File: config.mk
export PLATFORM = sky130hd
export DESIGN_NAME = uart_tx_arbiter_flat
export DESIGN_NICKNAME = d
export VERILOG_FILES = /design/src/rtl/uart_tx_arbiter_if.sv /design/src/rtl/uart_tx_arbiter.sv /design/src/flat_wrapper.sv
export SDC_FILE = /design/constraint.sdc
export NUM_CORES = 1
export LEC_CHECK = 0
export ABC_AREA = 1
export ABC_CLOCK_PERIOD_IN_PS = 10700
export CORE_MARGIN = 1.5
export CORE_UTILIZATION = 62
export DETAILED_ROUTE_END_ITERATION = 6
export DONT_BUFFER_PORTS = 1
export PLACE_DENSITY = 0.83
export SLEW_MARGIN = 20
export SYNTH_ARGS = -nofsm -noshare
export SYNTH_HDL_FRONTEND = slang
export SYNTH_SLANG_ARGS = --single-unit
File: constraint.sdc
create_clock -name CLK -period 10.7 [get_ports CLK]
set_clock_uncertainty 0.15 [all_clocks]
set_input_delay 2.14 -clock CLK [delete_from_list [all_inputs] [get_ports CLK]]
set_output_delay 2.14 -clock CLK [all_outputs]
set_load 0.03 [all_outputs]
File: src/rtl/uart_tx_arbiter_if.sv
// Requester and UartTx handshake bundle for uart_tx_arbiter.
// The arbiter connects through the slave modport; the requester/UartTx side uses master.
interface uart_tx_arbiter_if #(
    parameter int unsigned NREQ = 4,
    parameter int unsigned DW   = 8
);
    logic [NREQ-1:0]    req;
    logic [NREQ*DW-1:0] data;
    logic [NREQ-1:0]    last;
    logic [NREQ-1:0]    ack;
    logic [DW-1:0]      tx_data;
    logic               tx_we;
    logic               tx_ready;
    logic               busy;
    logic [2:0]         owner;
    logic               locked;

    modport slave (
        input  req, data, last, tx_ready,
        output ack, tx_data, tx_we, busy, owner, locked
    );

    modport master (
        output req, data, last, tx_ready,
        input  ack, tx_data, tx_we, busy, owner, locked
    );
endinterface

File: src/rtl/uart_tx_arbiter.sv
// Round-robin arbiter feeding one byte at a time from NREQ requesters into a UartTx.
// Define UART_ARB_LOCK_EN to keep the grant on one requester until it issues a byte with last=1.
module uart_tx_arbiter #(
    parameter int unsigned NREQ = 4,
    parameter int unsigned DW   = 8
) (
    input  logic               CLK,
    input  logic               RST,
    uart_tx_arbiter_if.slave   bus
);
    localparam int unsigned OW = 3;

    typedef enum logic [1:0] {IDLE, SEND, HOLD, WAIT} state_e;

    state_e          state_q, state_d;
    logic [OW-1:0]   ptr_q, ptr_d;
    logic [OW-1:0]   owner_q, owner_d;
    logic [DW-1:0]   tx_data_q, tx_data_d;
    logic [NREQ-1:0] ack_q, ack_d;
    logic            tx_we_q, tx_we_d;
    logic            busy_q, busy_d;
    logic            locked_q, locked_d;

    logic [NREQ-1:0] elig_c;
    logic            found_c;
    logic [OW-1:0]   win_c;
    logic [DW-1:0]   win_data_c;
    int unsigned     dist_c, best_c;

`ifdef UART_ARB_LOCK_EN
    logic            win_last_c;

    // While locked, only the current owner may be granted.
    always_comb begin
        elig_c = '0;
        for (int unsigned i = 0; i < NREQ; i++) begin
            elig_c[i] = bus.req[i] && (!locked_q || (owner_q == OW'(i)));
        end
    end
`else
    logic unused_last_c;

    assign elig_c        = bus.req;
    assign unused_last_c = ^bus.last;
`endif

    // Winner is the eligible requester closest after the pointer, wrapping at NREQ.
    always_comb begin
        found_c    = 1'b0;
        win_c      = '0;
        dist_c     = 0;
        best_c     = 0;
        for (int unsigned i = 0; i < NREQ; i++) begin
            dist_c = (i + NREQ - 1 - 32'(ptr_q)) % NREQ;
            if (elig_c[i] && (!found_c || (dist_c < best_c))) begin
                found_c = 1'b1;
                best_c  = dist_c;
                win_c   = OW'(i);
            end
        end
    end

    always_comb begin
        win_data_c = '0;
`ifdef UART_ARB_LOCK_EN
        win_last_c = 1'b0;
`endif
        for (int unsigned i = 0; i < NREQ; i++) begin
            if (win_c == OW'(i)) begin
                win_data_c = bus.data[i*DW +: DW];
`ifdef UART_ARB_LOCK_EN
                win_last_c = bus.last[i];
`endif
            end
        end
    end

    // Next state; ack/tx_we are set on the IDLE->SEND edge so they are high only in SEND.
    always_comb begin
        state_d   = state_q;
        ptr_d     = ptr_q;
        owner_d   = owner_q;
        tx_data_d = tx_data_q;
        locked_d  = locked_q;
        ack_d     = '0;
        tx_we_d   = 1'b0;
        case (state_q)
            IDLE: begin
                if (bus.tx_ready && found_c) begin
                    state_d   = SEND;
                    ptr_d     = win_c;
                    owner_d   = win_c;
                    tx_data_d = win_data_c;
                    ack_d     = NREQ'(1) << win_c;
                    tx_we_d   = 1'b1;
`ifdef UART_ARB_LOCK_EN
                    locked_d  = !win_last_c;
`else
                    locked_d  = 1'b0;
`endif
                end
            end
            SEND:    state_d = HOLD;
            HOLD:    state_d = WAIT;
            WAIT:    if (bus.tx_ready) state_d = IDLE;
            default: state_d = IDLE;
        endcase
        busy_d = (state_d != IDLE);
    end

    always_ff @(posedge CLK) begin
        if (RST) begin
            state_q   <= IDLE;
            ptr_q     <= OW'(NREQ - 1);
            owner_q   <= '0;
            tx_data_q <= '0;
            ack_q     <= '0;
            tx_we_q   <= 1'b0;
            busy_q    <= 1'b0;
            locked_q  <= 1'b0;
        end else begin
            state_q   <= state_d;
            ptr_q     <= ptr_d;
            owner_q   <= owner_d;
            tx_data_q <= tx_data_d;
            ack_q     <= ack_d;
            tx_we_q   <= tx_we_d;
            busy_q    <= busy_d;
            locked_q  <= locked_d;
        end
    end

    assign bus.ack     = ack_q;
    assign bus.tx_data = tx_data_q;
    assign bus.tx_we   = tx_we_q;
    assign bus.busy    = busy_q;
    assign bus.owner   = owner_q;
    assign bus.locked  = locked_q;
endmodule

File: src/flat_wrapper.sv
// flat-port wrapper written by rule: the top's interface ports become plain ports
module uart_tx_arbiter_flat 
#(
    parameter int unsigned NREQ = 4,
    parameter int unsigned DW   = 8
)
  (CLK, RST, bus_req, bus_data, bus_last, bus_tx_ready, bus_ack, bus_tx_data, bus_tx_we, bus_busy, bus_owner, bus_locked);
  uart_tx_arbiter_if #(.NREQ(NREQ), .DW(DW)) bus_i ();
  input  logic CLK;
  input  logic RST;
  input wire logic [$bits(bus_i.req)-1:0] bus_req;
  input wire logic [$bits(bus_i.data)-1:0] bus_data;
  input wire logic [$bits(bus_i.last)-1:0] bus_last;
  input wire logic [$bits(bus_i.tx_ready)-1:0] bus_tx_ready;
  output wire logic [$bits(bus_i.ack)-1:0] bus_ack;
  output wire logic [$bits(bus_i.tx_data)-1:0] bus_tx_data;
  output wire logic [$bits(bus_i.tx_we)-1:0] bus_tx_we;
  output wire logic [$bits(bus_i.busy)-1:0] bus_busy;
  output wire logic [$bits(bus_i.owner)-1:0] bus_owner;
  output wire logic [$bits(bus_i.locked)-1:0] bus_locked;
  assign bus_i.req = bus_req;
  assign bus_i.data = bus_data;
  assign bus_i.last = bus_last;
  assign bus_i.tx_ready = bus_tx_ready;
  assign bus_ack = bus_i.ack;
  assign bus_tx_data = bus_i.tx_data;
  assign bus_tx_we = bus_i.tx_we;
  assign bus_busy = bus_i.busy;
  assign bus_owner = bus_i.owner;
  assign bus_locked = bus_i.locked;
  uart_tx_arbiter #(.NREQ(NREQ), .DW(DW)) u_core (.CLK(CLK), .RST(RST), .bus(bus_i));
endmodule
Word level (Yosys, flattened, before mapping)
Cells that the tools add are included.
{ "totals": {"ff_bits": 20, "output_inout_bits": 18, "input_bits": 43, "word_cells": 57} }
{ "classes": {"reduce_logical": 16, "addsub": 4, "n_lt_le_gt_ge": 3, "n_eq_ne": 6, "muxes": 18, "n_bitwise": 2, "shift": 1} }
{ "ops": {"columns": ["operator", "count"], "rows": [
  ["two-way mux 8 bit", 4],
  ["two-way mux 2 bit", 7],
  ["equality test 2 bit, second input constant", 4],
  ["one-hot mux 2 bit (4 select lines)", 1],
  ["less-than comparator 2 bit", 3],
  ["two-way mux 1 bit", 6],
  ["equality test 2 x 1 -> 1 bit, second input constant", 2],
  ["logical AND 1 bit", 4],
  ["<< shifter 1 x 2 -> 4 bit, first input constant", 1],
  ["subtractor 1 x 2 -> 2 bit, first input constant", 2],
  ["subtractor 2 bit, first input constant", 2],
  ["logical NOT 1 bit", 3],
  ["logical NOT 3 bit", 1],
  ["logical OR 1 bit", 3],
  ["OR reduction 3 bit", 1],
  ["logical NOT 2 bit", 1],
  ["NOT 1 bit", 2],
  ["AND reduction 2 bit", 1],
  ["nonzero test 2 bit", 1],
  ["OR reduction 2 bit", 1]
]} }

Depth between registers and ports, before layout
Gate-level depths: netlist of the first run.
{ "logic_depth": {"ltp_word": 19, "mapped_depth": 29, "ltp_nobuf": 26} }

Worst setup path after synthesis of the first run
Ideal clock, no wire load.
{ "synth_timing": {"path_kind": "in2reg", "from": "input port bus_req[0]", "to": "register u_core.tx_data_q[6] (netlist: u_core.bus.tx_data[6])", "setup_time_ns": 0.113, "stages": 25, "t_arrival_ns": 4.754, "t_required_ns": 10.437, "slack_ns": 5.683, "path_buffers": 2, "path_cell_list": "nand2_1 > ha_1 > nand2_1 > nand2_1 > nand2_1 > nand2_1 > clkbuf_8 > nand2_1 > o21ai_0 > ha_1 > nand2_1 > nand2_1 > nand2_2 > nand2_4 > clkbuf_8 > nand2_1 > o21ai_0 > ha_1 > nand2_1 > nand2_1 > nand2_2 > nand2_4 > or2_2 > nand3_1 > nand2_1"} }
{ "synth_between": {"elab_chain_cells": 18, "word_cells_on_any_way": 32, "cone_classes": "order compare: 3; eq/ne: 3; mux: 14; reduce/logical: 12"} }
{ "synth_lines": {"columns": ["item", "line", "text"], "rows": [
  ["start: declaration", "flat_wrapper.sv:11", "input wire logic [$bits(bus_i.req)-1:0] bus_req;"],
  ["two-way mux 2 bit or two-way mux 1 bit (tied branches)", "uart_tx_arbiter.sv:55", "if (elig_c[i] && (!found_c || (dist_c < best_c))) begin"],
  ["less-than comparator 2 bit or logical NOT 1 bit (tied branches)", "uart_tx_arbiter.sv:55", null],
  ["logical OR 1 bit", "uart_tx_arbiter.sv:55", null],
  ["logical AND 1 bit", "uart_tx_arbiter.sv:55", null],
  ["two-way mux 2 bit or two-way mux 1 bit (tied branches)", "uart_tx_arbiter.sv:55", null],
  ["less-than comparator 2 bit or logical NOT 1 bit (tied branches)", "uart_tx_arbiter.sv:55", null],
  ["logical OR 1 bit", "uart_tx_arbiter.sv:55", null],
  ["logical AND 1 bit", "uart_tx_arbiter.sv:55", null],
  ["two-way mux 2 bit or two-way mux 1 bit (tied branches)", "uart_tx_arbiter.sv:55", null],
  ["less-than comparator 2 bit or logical NOT 1 bit (tied branches)", "uart_tx_arbiter.sv:55", null],
  ["logical OR 1 bit", "uart_tx_arbiter.sv:55", null],
  ["logical AND 1 bit", "uart_tx_arbiter.sv:55", null],
  ["two-way mux 2 bit", "uart_tx_arbiter.sv:55", null],
  ["logical NOT 3 bit", "uart_tx_arbiter.sv:69", "if (win_c == OW'(i)) begin"],
  ["two-way mux 8 bit (4 in series)", "uart_tx_arbiter.sv:69", null],
  ["end signal: assignment", "uart_tx_arbiter.sv:125", "tx_data_q <= tx_data_d;"],
  ["end: declaration", "uart_tx_arbiter.sv:18", "logic [DW-1:0] tx_data_q, tx_data_d;"]
]} }
Several ways; a longest one is shown, not always the timed one.
A chain may end at the register's enable or synchronous reset.

Worst setup path after layout of the first run
{ "layout_timing": {"from": "input port bus_req[0]", "to": "register u_core.tx_data_q[1] (netlist: u_core.bus.tx_data[1])"} }
Same word-level chain as after synthesis.

==> out/metrics.yaml, run 1 <==
status: "complete, no violations"
fin_setup_tns_ns: 0
totalWireLength_microns: 2610
grt_pass1_wl_microns: 3860
leakagePower_nw: 0.684
cts_num_sinks: 20
h-tree-depth: 1
grt_pass1_vias: 948
synth_top_family_by_area: "simple AND/OR/NAND/NOR gates"
grt-ovfl-total: 0
ios: 61
synth_compound_area_share_pct: 8.87
post-route-drc-count: 0
worst_slew_pin_slew_ns: 0.501
num_rows: 15
final_hold_viol_count: 0
hold-worst-slack_ns: 0.381
critPathKind: "input port to register"
synth_area_sq_um: 1200
grtUsageTotal_pct: 24.8
tritoncts: "done"
final_nets: 230
routabilityCongestion: 0.801
yosys.area_share.simple_pct: 39.0
fillers: 151
grt_max_degree: 27
fin_crit_ns: 5.21
finalSetupViolCount: 0
drtAntennaViolNets: 0
hold_buffers: 0
cellPowerDensity_nw_per_um2: 234
portBuffers: 0
antenna_cells: 0
cp.arrival_ns: 5.26
drt_iter0_drc: 22
min_period_over_period_pct: 48.7
synth_cells: 184
finalMaxSlewViolations: 0
stdcell_area_sq_um: 1220
placed_cell_area_sq_um: 1170
fin_total_pwr_mw: 0.286
die_y_microns: 47.0
fin_util_pct: 69.2
antenna_found_initial: 0
dp_hpwl_microns: 2020
cp-start-kind: "input port"
synthXorXnorAreaFrac_pct: 0.731
ys_seq_elements: 20
slew_headroom_pct: 66.5
ys_warn_count: 0
synth_area_per_cell_sq_um: 6.51
ys_types: 24
finalNonFillerCells: 208
synth_fa_ha_area_share_pct: 3.13
clk_latency_ns: 0.31
vias_per_cell: 5.45
clk_pin_slew_ns: 0.12
synthMuxAreaShare_pct: 0
hold_class: "register to register"
vias: 1133
start_util_pct: 67.9
fmax_mhz: 192
drive_above_1_share_pct: 6.56
clockBufferDepth: 2
routedWlPerCell_microns: 12.5
peakVddDrop_uv: 172
worst_setup_path_end_kind: "register"
place_inst: 204
dr.pass1.iters: 4
preCtsSetupSlack_ns: 5.18
die-area_sq_um: 2210
setup_ws_ns: 5.49
syn_to_final_growth_pct: 1.88
root_buffer: "clkbuf_4"
coreArea_sq_um: 1760
cts_setup_buffers: 0
numCtsBuffers: 3
maxCapViolations: 0
cts_resized: 0
rsz0062_at_grt: "no"
cp_max_fo: 26
required_ns: 10.75
die_x_microns: 47.0
seq_area_frac_synth_pct: 33.4
[final timing paths]
kind | from | end | slack (ns) | depth (start not counted)
worst max-delay path | bus_req[0] | u_core.bus.tx_data[1]$_SDFFE_PP0P_ | 5.49 | 24
worst min-delay path | u_core.state_q[0]$_SDFF_PP0_ | u_core.state_q[1]$_SDFF_PP0_ | 0.38 | 2
worst max register to register | u_core.ptr_q[0]$_SDFFE_PP1P_ | u_core.bus.tx_data[1]$_SDFFE_PP0P_ | 6.73 | 24
worst min register to register | u_core.state_q[0]$_SDFF_PP0_ | u_core.state_q[1]$_SDFF_PP0_ | 0.38 | 2
[layout make-up]
cell class / count / area (sq um) / share of cell area, %
flip-flops and latches: 20 / 400 / 32.8
multi-input cells: 130 / 628 / 51.4
clock buffers: 3 / 22.5 / 1.84
inverters: 29 / 109 / 8.91
clock inverters: 1 / 30.0 / 2.46
well taps: 25 / 31.3 / 2.56
[logic make-up (layout without fill, tap and decap cells)]
logic type                 after synthesis  after routing
AOI/OAI and AO/OA                       18             18
DFF                                     20             20
xor gates and xnor gates                 1              1
and+or+nand+nor                        106            106
adders and majority gates                3              3
other                                    1              2
buffers and inverters                   35             33
[cell usage after synthesis (all sizes together)]
cell type	instances	share of area [%]
nor3	2	0.84
conb	1	0.31
nand3	13	5.4
nor2	21	7.0
nand3b	1	0.63
clkbuf	2	2.3
xor2	1	0.73
ha	3	3.1
o311ai	1	0.73
a21oi	1	0.42
or2	2	1.0
o211ai	4	2.5
dfxtp	20	33
a22oi	1	0.63
o21ai	11	4.6
nand2	60	20
buf	4	3.1
inv	29	9.1
nand4	7	3.7
[metal layers]
metal  global-route usage [%]  wire, microns  vias to the layer above
met4                     7.78             19                        0
met1                     27.1           1050                      495
met2                     47.1           1290                       57
met5                        0              0                        -
li1                         -              -                      577
met3                     5.38            245                        4
[state kept, by name (all words and copies together) (netlist names)]
register / flops
u_core.bus.owner: 2
u_core.ptr_q: 2
u_core.bus.tx_data: 8
u_core.bus.ack: 4
u_core.bus.busy: 1
u_core.bus.tx_we: 1
u_core.state_q: 2
[power breakdown]
group	leakage (nW)	switching [mW]	internal, mW
sequential	0.164	0.0290	0.0878
combinational	0.491	0.0717	0.0353
clock	0.0279	0.0242	0.0379
[worst max-delay path, cell delays in order]
cell	delay (ns)
nand2_1	0.05
ha_1	0.27
nand2_1	0.06
nand2_1	0.04
nand2_1	0.07
nand2_1	0.30
o21ai_0	0.34
ha_1	0.29
nand2_1	0.07
nand2_1	0.06
nand2_2	0.07
nand2_4	0.12
nand2_1	0.10
o21ai_0	0.09
ha_1	0.28
nand2_1	0.05
nand2_1	0.06
nand2_2	0.09
nand2_4	0.22
nand2_1	0.19
nor2_1	0.12
nor2_1	0.05
nand2_1	0.06
nand2_1	0.05
[placed cells by master (no fill, tap or decap), drive strengths merged]
cell	instances
nand2	60
inv	29
nor2	21
dfxtp	20
nand3	13
o21ai	11
nand4	7
o211ai	4
ha	3
clkbuf	3
or2	2
nor3	2
conb	2
xor2	1
o311ai	1
nand3b	1
a21oi	1
a22oi	1
bufinv	1
(Power assumes the default switching activity.)
==> run 2: changes to the inputs <==
--- a/config.mk
+++ b/config.mk
@@ -5,13 +5,13 @@
 export SDC_FILE = /design/constraint.sdc
 export NUM_CORES = 1
 export LEC_CHECK = 0
-export ABC_AREA = 1
-export ABC_CLOCK_PERIOD_IN_PS = 10700
+export ABC_AREA = 0
+export ABC_CLOCK_PERIOD_IN_PS = 5400
 export CORE_MARGIN = 1.5
-export CORE_UTILIZATION = 62
+export CORE_UTILIZATION = 61
 export DETAILED_ROUTE_END_ITERATION = 6
 export DONT_BUFFER_PORTS = 1
-export PLACE_DENSITY = 0.83
+export PLACE_DENSITY = 0.82
 export SLEW_MARGIN = 20
 export SYNTH_ARGS = -nofsm -noshare
 export SYNTH_HDL_FRONTEND = slang
==> constraint.sdc (replaced) <==
create_clock -name CLK -period 5.4 [get_ports CLK]
set_clock_uncertainty 0.15 [all_clocks]
set_input_delay 1.08 -clock CLK [delete_from_list [all_inputs] [get_ports CLK]]
set_output_delay 1.08 -clock CLK [all_outputs]
set_load 0.03 [all_outputs]
==> out/metrics.yaml, run 2 <==
cts_num_sinks: 20  # unchanged
finalMaxSlewViolations: 0  # unchanged
leakagePower_nw: 0.525  # -23%
final_hold_viol_count: 0  # unchanged
async_reset_ff_share_pct: 0  # unchanged
setup_ws_ns: 0.704  # -4.79 ns
critPathKind: "input port to register"
drt_iter0_drc: 19  # -14%
ios: 61  # unchanged
totalWireLength_microns: 2540  # -2.6%
worst_slew_pin_slew_ns: 1.10  # +0.597 ns
tritoncts: "done"
die_y_microns: 47.8  # +1.7%
grtUsageTotal_pct: 23.2  # -1.6 points
cts_setup_buffers: 0  # unchanged
ys_types: 44  # +83%
root_buffer: "clkbuf_4"
hold_buffers: 0  # unchanged
cp.arrival_ns: 4.76  # -0.50 ns
most-common-layout-cells: "dfxtp_1 (20), nor2_1 (16), inv_1 (9), mux2_2 (8), mux2i_1 (5)"
peakVddDrop_uv: 236  # +38%
dr.pass1.iters: 4  # unchanged
h-tree-depth: 1  # unchanged
synth.area.top_cells: "dfxtp_1 (33%), mux2_2 (7.4%), nor2_1 (4.9%), mux2i_1 (4.1%), ha_1 (3.1%)"
switchingPower_mw: 0.171  # +37%
preCtsSetupSlack_ns: 0.421  # -4.75 ns
finalSetupViolCount: 0  # unchanged
numCtsBuffers: 3  # unchanged
power_frac_clock_pct: 19.2  # -2.5 points
stdcell_area_sq_um: 1260  # +3.3%
p_comb_share_pct: 36.1  # -1.3 points
r2r_setup_slack_ns: 0.92  # -5.81 ns
fin_total_pwr_mw: 0.454  # +59%
rsz0062_at_grt: "no"
worst_setup_path_end_kind: "register"
seq_area_frac_synth_pct: 32.7  # -0.68 points
vias_per_cell: 6.01  # +10%
post-route-drc-count: 0  # unchanged
dp_hpwl_microns: 1900  # -5.6%
yosys.area.top_type: "dfxtp_1"
final_common_cell: "dfxtp_1"
clockBufferDepth: 2  # unchanged
vias: 956  # -16%
swShare_pct: 37.8  # -5.9 points
fin_crit_ns: 4.70
antenna_found_initial: 0  # unchanged
synthFlopType: "dfxtp_1"
drtAntennaViolNets: 0  # unchanged
final_nets: 179  # -22%
yosys.area.top_type_share_pct: 32.7  # -0.68 points
hold_start: "u_core.state_q[1]$_SDFF_PP0_"
placed_cell_area_sq_um: 1220  # +4.8%
antenna_cells: 0  # unchanged
die-area_sq_um: 2280  # +3.5%
cts_resized: 0  # unchanged
die_x_microns: 47.8  # +1.7%
required_ns: 5.46  # -5.29 ns
p_int_mw: 0.282  # +75%
clk_pin_slew_ns: 0.11  # about the same
synth_area_sq_um: 1220  # +2.1%
start_util_pct: 63.7  # -4.3 points
status: "complete, no violations"
grt_pass1_wl_microns: 3690  # -4.5%
r2r_start: "u_core.ptr_q[0]$_SDFFE_PP1P_"
grt-ovfl-total: 0  # unchanged
ys_seq_elements: 20  # unchanged
routedWlPerCell_microns: 16.0  # +27%
cp_max_fo: 8  # -69%
ys_top_cells_by_count: "dfxtp_1 (20), nor2_1 (16), inv_1 (9)"
fmax_mhz: 213
synth_cells: 133  # -28%
yosysMostFrequentCell: "dfxtp_1"
coreArea_sq_um: 1920  # +8.9%
portBuffers: 0  # unchanged
hold_depth: 2  # unchanged
largest_reg_flops: 8  # unchanged
synth_edf_count: 0  # unchanged
reg2reg_to: "u_core.bus.tx_data[2]$_SDFFE_PP0P_"
drive_above_1_share_pct: 20.5  # +14 points
whs_endpoint: "u_core.state_q[0]$_SDFF_PP0_"
power_frac_seq_pct: 44.7  # +3.8 points
ys_warn_count: 0  # unchanged
grt_pass1_vias: 828  # -13%
syn_to_final_growth_pct: 3.07
synth_area_per_cell_sq_um: 9.20  # +41%
maxCapViolations: 0  # unchanged
min_period_over_period_pct: 87.0
fin_setup_tns_ns: 0  # unchanged
num_rows: 16  # +1
routabilityCongestion: 0.814  # +1.7%
grt_max_degree: 21  # -22%
slew_headroom_pct: 26.3  # -40 points
fillers: 171  # +13%
cellPowerDensity_nw_per_um2: 360  # +54%
clk_latency_ns: 0.30  # about the same
cp-start-kind: "input port"
reg2regPathDepth: 16  # -33%
hold_class: "register to register"
## run 2: cell count changes after synthesis, sizes merged, moves of 5 or more
| cell | change |
|---|---|
| inv | -20 |
| mux2 | +8 |
| mux2i | +5 |
| nand2 | -56 |
| nand3 | -9 |
| nand4 | -7 |
| nor2 | -5 |
| o21ai | -6 |
| o41ai | +5 |
## run 2: worst max path at each step
stage	startpoint	endpoint
global route	bus_req[0]	u_core.bus.tx_data[3]$_SDFFE_PP0P_
finish	bus_req[0]	u_core.bus.tx_data[2]$_SDFFE_PP0P_
global placement	bus_req[0]	u_core.bus.tx_data[3]$_SDFFE_PP0P_
floorplan	bus_req[0]	u_core.bus.tx_data[0]$_SDFFE_PP0P_
CTS	bus_req[0]	u_core.bus.tx_data[2]$_SDFFE_PP0P_
detailed placement	bus_req[0]	u_core.bus.tx_data[2]$_SDFFE_PP0P_
## run 2: through the flow
step	instances	util, %	hold slack [ns]
after floorplan	134	-	0.339
after global placement	155	63.7	0.360
after detailed placement	155	63.7	0.386
after CTS	159	65.6	0.400
after global routing	159	65.6	0.422
final	159	65.6	0.397
## run 2: power groups by stage
| stage | combinational [mW] | clock, mW | sequential [mW] |
|---|---|---|---|
| finish | 0.164 | 0.0871 | 0.203 |
| global route | 0.180 | 0.0948 | 0.205 |
| CTS | 0.163 | 0.0885 | 0.203 |
| detailed placement | 0.161 | 0 | 0.206 |
| global placement | 0.155 | 0 | 0.206 |
| floorplan | 0.143 | 0 | 0.203 |
## run 2: cell type report
class | count | area [sq um] | area share (%)
repair buffers | 3 | 22.5 | 1.79
clock buffers | 4 | 36.3 | 2.88
well taps | 27 | 33.8 | 2.68
inverters | 9 | 33.8 | 2.68
flip-flops and latches | 20 | 400 | 31.7
multi-input cells | 96 | 734 | 58.2
## run 2: cell families (layout without fill, tap and decap cells)
group | after synthesis | in the layout | synth area share (%)
AO/OA/AOI/OAI | 31 | 31 | 22.8
flip-flops | 20 | 20 | 32.7
other | 1 | 2 | 0.306
adder cells (fa/ha/maj) | 3 | 3 | 3.07
buffers and inverters | 18 | 16 | 7.97
multiplexers | 13 | 13 | 11.5
AND/OR/NAND/NOR | 46 | 46 | 21.0
XOR/XNOR | 1 | 1 | 0.716
## run 2: critical path, stage by stage
cell      delay (ns)
nand2_1         0.06
ha_1            0.31
a21oi_1         0.08
o21ai_2         0.37
o21ai_0         0.21
ha_1            0.24
nand2b_1        0.19
nor3_2          0.41
o21ai_4         0.08
mux2_2          0.28
ha_1            0.27
o32ai_1         0.07
a31o_2          0.25
o21ai_4         0.20
mux2_2          0.37
a311oi_1        0.27
## run 2: layer usage
| layer | share of wire, % | global-route usage [%] | vias to the layer above |
|---|---|---|---|
| met3 | 4.8 | 7.17 | 0 |
| met1 | 45 | 31.3 | 450 |
| met2 | 50 | 35.5 | 23 |
| li1 | - | - | 483 |
| met5 | 0 | 0 | - |
| met4 | 0 | 7.57 | 0 |
==> run 3: changes to the inputs <==
--- a/config.mk
+++ b/config.mk
@@ -7,6 +7,7 @@
 export LEC_CHECK = 0
 export ABC_AREA = 0
 export ABC_CLOCK_PERIOD_IN_PS = 5400
+export CORE_ASPECT_RATIO = 0.75
 export CORE_MARGIN = 1.5
 export CORE_UTILIZATION = 61
 export DETAILED_ROUTE_END_ITERATION = 6
==> out/metrics.yaml, run 3 (synthesis results as in run 2) <==
root_buffer: "clkbuf_4"
switchingPower_mw: 0.177  # +3.1%
grt-ovfl-total: 0  # unchanged
numCtsBuffers: 3  # unchanged
grt_max_degree: 21  # unchanged
final_nets: 179  # unchanged
post-route-drc-count: 0  # unchanged
fin_crit_ns: 4.64  # -0.0544 ns
die_x_microns: 54.7  # +14%
hold_buffers: 0  # unchanged
cts_resized: 0  # unchanged
maxCapViolations: 0  # unchanged
grt_pass1_vias: 1053  # +27%
h-tree-depth: 1  # unchanged
register_area_sq_um: 400  # unchanged
required_ns: 5.48  # +0.02 ns
routabilityCongestion: 0.884  # +8.5%
place_inst: 150  # -3.2%
p_comb_share_pct: 33.2  # -2.9 points
cellPowerDensity_nw_per_um2: 386  # +7.4%
ios: 61  # unchanged
peakVddDrop_uv: 425  # +80%
worst_setup_path_end_kind: "register"
largest_reg_flops: 8  # unchanged
fin_total_pwr_mw: 0.491  # +8.3%
tritoncts: "done"
fmax_mhz: 215  # +1.2%
vias_per_cell: 6.49  # +7.9%
portBuffers: 0  # unchanged
final_hold_viol_count: 0  # unchanged
num_rows: 13  # -3
grt_pass1_wl_microns: 4570  # +24%
vias: 999  # +4.5%
finalNonFillerCells: 154  # -3.1%
finalMaxSlewViolations: 0  # unchanged
die-area_sq_um: 2290  # +0.12%
drive_above_1_share_pct: 20.5  # unchanged
clockBufferDepth: 2  # unchanged
cts_num_sinks: 20  # unchanged
totalWireLength_microns: 2710  # +6.7%
fin_util_pct: 70.4  # +4.8 points
antenna_cells: 0  # unchanged
rsz0062_at_grt: "no"
final_common_cell: "dfxtp_1"
power_frac_clock_pct: 25.5  # +6.3 points
coreArea_sq_um: 1810  # -6.1%
clk_pin_slew_ns: 0.12  # about the same
grtUsageTotal_pct: 26.8  # +3.6 points
drt_iter0_drc: 36  # +17
cp_max_fo: 15  # +7
cts_setup_buffers: 0  # unchanged
multiInputGateArea_sq_um: 734  # unchanged
routedWlPerCell_microns: 17.6  # +10%
most-common-layout-cells: "dfxtp_1 (20), nor2_1 (16), inv_1 (9), mux2_2 (8), mux2i_1 (5)"
antenna_found_initial: 0  # unchanged
swShare_pct: 36.0  # -1.8 points
dp_hpwl_microns: 2020  # +6.0%
drtAntennaViolNets: 0  # unchanged
die_y_microns: 41.8  # -13%
hold-worst-slack_ns: 0.401  # +0.00427 ns
finalSetupViolCount: 0  # unchanged
syn_to_final_growth_pct: 3.89
fin_setup_tns_ns: 0  # unchanged
p_int_mw: 0.315  # +11%
status: "complete, no violations"
cp.arrival_ns: 4.72  # -0.04 ns
hold_class: "register to register"
dr.pass1.iters: 4  # unchanged
clk_latency_ns: 0.32  # +0.02 ns
leakagePower_nw: 0.532  # +1.5%
fillers: 134  # -22%
critPathKind: "input port to register"
power_frac_seq_pct: 41.3  # -3.4 points
min_period_over_period_pct: 86.0  # -1.0 points
start_util_pct: 67.8  # +4.1 points
cp-start-kind: "input port"
## run 3: final timing paths
| path | startpoint | endpoint | slack, ns | depth (start not counted) |
|---|---|---|---|---|
| max reg2reg | u_core.ptr_q[0]$_SDFFE_PP1P_ | u_core.bus.tx_data[0]$_SDFFE_PP0P_ | 0.85 | 17 |
| min reg2reg | u_core.state_q[1]$_SDFF_PP0_ | u_core.state_q[1]$_SDFF_PP0_ | 0.40 | 1 |
| max | bus_req[0] | u_core.bus.tx_data[0]$_SDFFE_PP0P_ | 0.76 | 17 |
| min | u_core.state_q[1]$_SDFF_PP0_ | u_core.state_q[1]$_SDFF_PP0_ | 0.40 | 1 |
## run 3: area by class of cell
class | instances | share of cell area (%)
clock inverters | 1 | 2.36
multi-input cells | 96 | 57.8
clock buffers | 3 | 1.77
inverters | 9 | 2.66
flip-flops and latches | 20 | 31.5
well taps | 22 | 2.17
repair buffers | 3 | 1.77
## run 3: power by group through the flow
stage          sequential (mW)  combinational [mW]  clock (mW)
5_1_grt                  0.206               0.179       0.132
3_3_place_gp             0.205               0.153           0
3_5_place_dp             0.206               0.161           0
6_report                 0.203               0.163       0.125
2_1_floorplan            0.203               0.143           0
4_1_cts                  0.203               0.162       0.127
## run 3: critical path: stages
cell,delay [ns]
nand2_1,0.05
ha_1,0.30
a21oi_1,0.18
o21ai_2,0.09
nand2_1,0.07
o21ai_0,0.11
ha_1,0.31
o22ai_1,0.09
o21bai_2,0.26
o21ai_4,0.18
mux2_2,0.36
ha_1,0.27
o32ai_1,0.07
a31o_2,0.25
o21ai_4,0.36
mux2_2,0.38
a311oi_1,0.28
## run 3: per-layer routing
| metal | vias up | GRT usage (%) | routed length, microns |
|---|---|---|---|
| li1 | 487 | - | - |
| met1 | 470 | 32.1 | 1150 |
| met2 | 38 | 44.8 | 1310 |
| met3 | 4 | 10.4 | 234 |
| met4 | 0 | 5.00 | 17 |
| met5 | - | 0 | 0 |
## run 3: stage by stage
stage          instance area, sq um  worst slack, ns
2_1_floorplan                  1230            0.558
3_3_place_gp                   1220            0.593
3_5_place_dp                   1220            0.470
4_1_cts                        1270            0.788
5_1_grt                        1270            0.558
6_report                       1270            0.759
